[config.mk]
export PLATFORM = sky130hd
export DESIGN_NAME = link_status_monitor
export DESIGN_NICKNAME = d
export VERILOG_FILES = /design/src/rtl/link_status_monitor.sv
export SDC_FILE = /design/constraint.sdc
export NUM_CORES = 1
export LEC_CHECK = 0
export BUFFER_PORTS_ARGS = -buffer_cell sky130_fd_sc_hd__buf_4
export CAP_MARGIN = 10
export CORE_ASPECT_RATIO = 0.9
export CORE_MARGIN = 1
export CORE_UTILIZATION = 55
export CTS_CLUSTER_SIZE = 28
export DETAILED_ROUTE_END_ITERATION = 12
export PLACE_DENSITY = 0.79
export SKIP_LAST_GASP = 1
export SLEW_MARGIN = 20
export SYNTH_ARGS = -nofsm -noshare
export SYNTH_HDL_FRONTEND = slang
export SYNTH_SLANG_ARGS = --single-unit
export TNS_END_PERCENT = 50
[constraint.sdc]
create_clock -name clk -period 2.2 [get_ports clk]
set_input_delay 0.11 -clock clk [delete_from_list [all_inputs] [get_ports clk]]
set_output_delay 0.11 -clock clk [all_outputs]
set_load 0.02 [all_outputs]
[src/rtl/link_status_monitor.sv]
// -----------------------------------------------------------------------------
// link_status_monitor
//
// Cleans up the raw per-port link bits coming out of the MDIO status poller and
// turns them into the signals the rest of the board cares about: a debounced
// link level, single-cycle up/down events, a saturating per-port link-flap
// counter, a maskable sticky interrupt and a per-port status LED drive.
//
// Each port runs its own four-state debounce machine (DOWN, UP_PEND, UP,
// DOWN_PEND). A new synchronized level must be seen on DEB_CYCLES+1
// consecutive clocks (one entry clock plus DEB_CYCLES counted clocks) before
// it is accepted; any return to the old level abandons the pending change
// silently and the next attempt restarts its count from zero.
//
// Ports
//   clk          system clock (same domain as the MDIO block)
//   reset        asynchronous, active-low reset; clears every flop
//   port_link    raw link status per port, 1 = up, asynchronous to clk
//   link_stable  debounced link level per port
//   link_up_evt  one-cycle pulse coincident with link_stable rising
//   link_dn_evt  one-cycle pulse coincident with link_stable falling
//   irq_mask     1 = port does not contribute to irq
//   irq_ack      one-cycle pulse clearing all pending irq_src bits
//   irq_src      sticky per-port pending-event bits (not masked)
//   irq          registered OR of irq_src & ~irq_mask
//   flap_sel     port index for the flap counter read port
//   flap_cnt     selected port's link-down count (0 when flap_sel >= NPORT)
//   flap_clr     clears every flap counter; wins over a same-cycle increment
//   led          per-port LED: on when UP, off when DOWN, blinking while pending
// -----------------------------------------------------------------------------
module link_status_monitor #(
    parameter int NPORT      = 4,
    parameter int DEB_CYCLES = 1000,
    parameter int CNT_W      = 8,
    parameter int BLINK_W    = 24
) (
    input  logic               clk,
    input  logic               reset,
    input  logic [NPORT-1:0]   port_link,
    output logic [NPORT-1:0]   link_stable,
    output logic [NPORT-1:0]   link_up_evt,
    output logic [NPORT-1:0]   link_dn_evt,
    input  logic [NPORT-1:0]   irq_mask,
    input  logic               irq_ack,
    output logic [NPORT-1:0]   irq_src,
    output logic               irq,
    input  logic [1:0]         flap_sel,
    output logic [CNT_W-1:0]   flap_cnt,
    input  logic               flap_clr,
    output logic [NPORT-1:0]   led
);

    localparam int             DW       = $clog2(DEB_CYCLES + 1);
    localparam logic [DW-1:0]  DEB_LAST = DW'(DEB_CYCLES - 1);
    localparam logic [CNT_W-1:0] CNT_MAX = '1;

    typedef enum logic [1:0] {
        DOWN      = 2'd0,
        UP_PEND   = 2'd1,
        UP        = 2'd2,
        DOWN_PEND = 2'd3
    } link_state_t;

    // Saturating increment for the flap counters: holds at all-ones.
    function automatic logic [CNT_W-1:0] sat_inc(input logic [CNT_W-1:0] v);
        return (v == CNT_MAX) ? v : v + CNT_W'(1);
    endfunction

    logic [NPORT-1:0]   sync_p0;
    logic [NPORT-1:0]   sync_p1;

    link_state_t        state_q [NPORT];
    link_state_t        state_d [NPORT];
    logic [DW-1:0]      deb_q   [NPORT];
    logic [DW-1:0]      deb_d   [NPORT];
    logic [NPORT-1:0]   up_d;
    logic [NPORT-1:0]   dn_d;

    logic [CNT_W-1:0]   flap_q  [NPORT];
    logic [BLINK_W-1:0] blink_div;
    logic               blink_phase;

    assign blink_phase = blink_div[BLINK_W-1];

    // ---- stage p0/p1: two-flop synchronizer on the raw link bits ----
    always_ff @(posedge clk or negedge reset) begin
        if (!reset) begin
            sync_p0 <= '0;
            sync_p1 <= '0;
        end else begin
            sync_p0 <= port_link;
            sync_p1 <= sync_p0;
        end
    end

    // ---- debounce FSM: state, count and event registers ----
    always_ff @(posedge clk or negedge reset) begin
        if (!reset) begin
            for (int i = 0; i < NPORT; i++) begin
                state_q[i] <= DOWN;
                deb_q[i]   <= '0;
            end
            link_up_evt <= '0;
            link_dn_evt <= '0;
        end else begin
            for (int i = 0; i < NPORT; i++) begin
                state_q[i] <= state_d[i];
                deb_q[i]   <= deb_d[i];
            end
            link_up_evt <= up_d;
            link_dn_evt <= dn_d;
        end
    end

    // Next state, event detection and per-port level/LED decode. The event
    // pulses are registered from up_d/dn_d, so they land on the same edge that
    // moves the state into UP/DOWN and therefore coincide with link_stable.
    always_comb begin
        up_d        = '0;
        dn_d        = '0;
        link_stable = '0;
        led         = '0;
        for (int i = 0; i < NPORT; i++) begin
            state_d[i] = state_q[i];
            deb_d[i]   = deb_q[i];

            unique case (state_q[i])
                DOWN: begin
                    if (sync_p1[i]) begin
                        state_d[i] = UP_PEND;
                        deb_d[i]   = '0;
                    end
                end
                UP_PEND: begin
                    if (!sync_p1[i]) begin
                        state_d[i] = DOWN;
                    end else if (deb_q[i] == DEB_LAST) begin
                        state_d[i] = UP;
                        up_d[i]    = 1'b1;
                    end else begin
                        deb_d[i] = deb_q[i] + DW'(1);
                    end
                end
                UP: begin
                    if (!sync_p1[i]) begin
                        state_d[i] = DOWN_PEND;
                        deb_d[i]   = '0;
                    end
                end
                DOWN_PEND: begin
                    if (sync_p1[i]) begin
                        state_d[i] = UP;
                    end else if (deb_q[i] == DEB_LAST) begin
                        state_d[i] = DOWN;
                        dn_d[i]    = 1'b1;
                    end else begin
                        deb_d[i] = deb_q[i] + DW'(1);
                    end
                end
                default: begin
                    state_d[i] = DOWN;
                    deb_d[i]   = '0;
                end
            endcase

            // The accepted level only changes on leaving a PEND state, so
            // DOWN_PEND still reports "up" and UP_PEND still reports "down".
            link_stable[i] = (state_q[i] == UP) || (state_q[i] == DOWN_PEND);

            case (state_q[i])
                UP:      led[i] = 1'b1;
                DOWN:    led[i] = 1'b0;
                default: led[i] = blink_phase;
            endcase
        end
    end

    // ---- flap counters: bump on the debounced falling edge ----
    always_ff @(posedge clk or negedge reset) begin
        if (!reset) begin
            for (int i = 0; i < NPORT; i++) begin
                flap_q[i] <= '0;
            end
        end else begin
            for (int i = 0; i < NPORT; i++) begin
                if (flap_clr) begin
                    flap_q[i] <= '0;
                end else if (dn_d[i]) begin
                    flap_q[i] <= sat_inc(flap_q[i]);
                end
            end
        end
    end

    // Read port; indices with no counter behind them read as zero.
    always_comb begin
        flap_cnt = '0;
        for (int i = 0; i < NPORT; i++) begin
            if (int'(flap_sel) == i) begin
                flap_cnt = flap_q[i];
            end
        end
    end

    // ---- interrupt: sticky pending bits, then registered masked OR ----
    // irq_src reacts to the registered event pulses, so an irq_ack seen in
    // the same cycle as an event clears the older bits while the new one lands.
    always_ff @(posedge clk or negedge reset) begin
        if (!reset) begin
            irq_src <= '0;
            irq     <= 1'b0;
        end else begin
            irq_src <= (irq_src & ~{NPORT{irq_ack}}) | link_up_evt | link_dn_evt;
            irq     <= |(irq_src & ~irq_mask);
        end
    end

    // ---- LED blink divider: free-running, MSB is the blink phase ----
    always_ff @(posedge clk or negedge reset) begin
        if (!reset) begin
            blink_div <= '0;
        end else begin
            blink_div <= blink_div + BLINK_W'(1);
        end
    end

endmodule
==> flow_summary.ini <==
[flow_run]
drv_cap = 0

[final_layout]
most_frequent_cells_in_the_layout = sky130_fd_sc_hd__dfrtp_1, sky130_fd_sc_hd__buf_4, sky130_fd_sc_hd__nand2_1
antenna_cells = 0
post-route-cell-area_um2 = 7540
layout_commonest_cell = sky130_fd_sc_hd__dfrtp_1
instances_no_fill = 849
areaGrowthSynthToFinish_pct = 20.4
share_of_layout_cells_above_drive_strength_1_pct = 18.9
final_net_count = 707
nFillCells = 809

[cts]
tritoncts_clock_tree = yes
cts_root_buf = sky130_fd_sc_hd__clkbuf_16
clock_insertion_delay_worst_skew_ns = 0.41
cts.clk_slew.worst_paths_ns = 0.05
cts-root-to-sink-buffers = 2
cts-htree-levels = 4
post_cts.repair.setup_buffers = 0
cts.sinks = 125
numCtsBuffers = 17

[yosys]
share_of_flip_flops_with_an_asynchronous_set_or_reset_after_synthesis_pct = 100
synth-edff-count = 0
yosys_warnings = 0
syn_area_um2 = 6260
syn_avg_cell_area_um2 = 10.1
synth_flop_cell = sky130_fd_sc_hd__dfrtp_1
synth_fp_nets = 642
synth-seq-area-share_pct = 50.0
synth_cells = 619
ys_ff_latch = 125
netlist-cell-type-count = 49

[drt]
via_per_inst = 5.98
drc = 0
wl_per_cell_um = 16.2
drtAntennaViolNets = 0
dr.pass1.iters = 5
initial_drc_count = 382
routed-via-count = 5076
detail_route.wirelength_um = 13800

[worst_setup_path]
slowest_cell_on_crit_path = sky130_fd_sc_hd__or4_4
setup_crit_start_kind = flop
worstPathBufferInverterCount = 0
cp.required_ns = 2.54
end_kind = flop
r2r_slack_ns = 0.08
worstSetupPathType = flop to flop
crit_chain = ha_2 -> nand2_1 -> or4_4 -> or4_1 -> a21oi_1
critPathMaxStageDelay_ns = 0.63
path_delay_family = simple AND/OR/NAND/NOR gates
cp_max_fanout = 12
critPathArrivalTime_ns = 2.46

[outcome]
status = completed

[grt]
first_pass_grt_wire_length_um = 23000
grtUsageTotal_pct = 25.6
antenna_found_initial = 0
grt_max_degree = 54
vias_in_the_first_global_route = 4869
grt_overflow = 0

[timing]
finClkSkew_ns = 0.00645
finalWorstPathRequiredPeriod_ns = 2.12
tightestPinTransition_ns = 0.890
final_hold_viol_count = 0
fmax_ghz = 0.472
slew_headroom_pct = 40.2
maxSlewViolCount = 0
finalHoldWorstSlack_ns = 0.0597
report.final.setup_viol = 0
unrepaired_setup_endpoints_after_global_routing = yes
layout_worst_path_cycle_share_pct = 96.4

[placement]
post_dp_cell_area_um2 = 6860
detailed_place_hpwl_um = 9540
numPlacedInstances = 811
buffer_ports.inserted = 42
finalWeightedCongestion = 0.885

[power_and_ir_drop]
pwr_density_cell_nw_per_um2 = 715
power.leakage_nw = 3.26
worst_ir_drop_on_vdd_uv = 590

[die]
floorplan.core_area_um2 = 10900
chipHeight_um = 103
initial_core_utilization_pct = 57.2
floorplan.rows = 36
floorplan.die.width_um = 114
ios = 43
floorplan.die_area_um2 = 11800

[min_path]
timing.hold.worst.class = input pin to flop
-- final timing paths --
kind                                  startpoint                endpoint  cells after the start
max in group asynchronous                  reset   deb_q[14]$_DFFE_PN0P_                      3
setup / recovery           deb_q[20]$_DFFE_PN0P_  flap_q[23]$_DFFE_PN0P_                      5
hold / removal                       irq_mask[3]           irq$_DFF_PN0_                      3
setup reg to reg           deb_q[20]$_DFFE_PN0P_  flap_q[23]$_DFFE_PN0P_                      5
min in group asynchronous                  reset  state_q[4]$_DFFE_PN0P_                      2
hold reg to reg             sync_p0[3]$_DFF_PN0_    sync_p1[3]$_DFF_PN0_                      0
-- where the power goes --
group	internal [W]	switching [W]
logic	0.000112	0.000145
registers	0.00236	0.0000599
clock network	0.00172	0.000994
-- cell usage after synthesis (all sizes together) (8+ instances only) --
| library cell | n | share of area, % |
|---|---|---|
| a21oi | 37 | 3.0 |
| and3 | 10 | 1.0 |
| clkbuf | 22 | 1.3 |
| dfrtp | 125 | 50 |
| ha | 9 | 1.8 |
| inv | 22 | 1.3 |
| mux2 | 15 | 2.7 |
| mux4 | 8 | 2.9 |
| nand2 | 55 | 3.3 |
| nand3 | 37 | 3.0 |
| nand4 | 15 | 1.7 |
| nor2 | 40 | 2.4 |
| nor3 | 17 | 1.4 |
| o21ai | 41 | 3.3 |
| o31ai | 18 | 2.2 |
| or3 | 18 | 1.8 |
| or4 | 21 | 2.5 |
| xnor2 | 26 | 3.6 |
| xor2 | 13 | 1.8 |
-- worst register-to-register path, stage by stage (launching register included) --
cell and delay [ns]:
sky130_fd_sc_hd__dfrtp_1 0.40, sky130_fd_sc_hd__ha_2 0.22, sky130_fd_sc_hd__nand2_1 0.11, sky130_fd_sc_hd__or4_4 0.63, sky130_fd_sc_hd__or4_1 0.52, sky130_fd_sc_hd__a21oi_1 0.16
-- cell families (layout without fill, tap and decap cells) --
kind of cell	count (synthesis)	after routing	synth area share, %
and+or+nand+nor	254	254	22.2
adders and majority gates	9	9	1.80
buffers and inverters	47	125	2.88
DFF	125	125	50.0
AOI/OAI and AO/OA	117	117	11.3
xor gates and xnor gates	39	39	5.46
muxes	28	28	6.38
-- registers in the layout (all words and copies together) (netlist names), named ones only --
name         count
blink_div       24
deb_q           40
flap_q          32
irq              1
irq_src          4
link_dn_evt      4
link_up_evt      4
state_q          4
sync_p0          4
sync_p1          4
-- area by class of cell --
| class | count | area (um^2) | share of cell area (%) |
|---|---|---|---|
| flip-flops and latches | 125 | 3130 | 41.5 |
| multi-input cells | 447 | 2980 | 39.6 |
| repair buffers | 71 | 573 | 7.60 |
| clock buffers | 22 | 464 | 6.16 |
| well taps | 152 | 190 | 2.52 |
| clock inverters | 10 | 115 | 1.53 |
| inverters | 22 | 82.6 | 1.10 |
-- routing by layer --
layer	routed length [um]	GRT usage [%]
met4	126	8.79
met5	0	0
met1	6230	34.0
met3	739	6.59
met2	6660	41.3
-- stage by stage --
step / setup WS (ns) / util, % / total power, W / TNS, ns
2_1_floorplan: 0.142 / - / 0.00257 / 0
6_report: 0.0794 / 68.9 / 0.00539 / 0
5_1_grt: -0.0254 / 68.9 / 0.00557 / -0.0472
4_1_cts: -0.0293 / 68.6 / 0.00543 / -0.0293
3_5_place_dp: -0.0134 / 62.7 / 0.00270 / -0.0134
3_3_place_gp: 0.0660 / 62.7 / 0.00269 / 0
-- timing repair --
action,CTS,global route
hold endpoints to repair,57,0
setup endpoints to repair,2,16
hold buffers,6,0
gates resized for setup,1,7
gates cloned,0,0
Power figures use the tool's default switching activity.
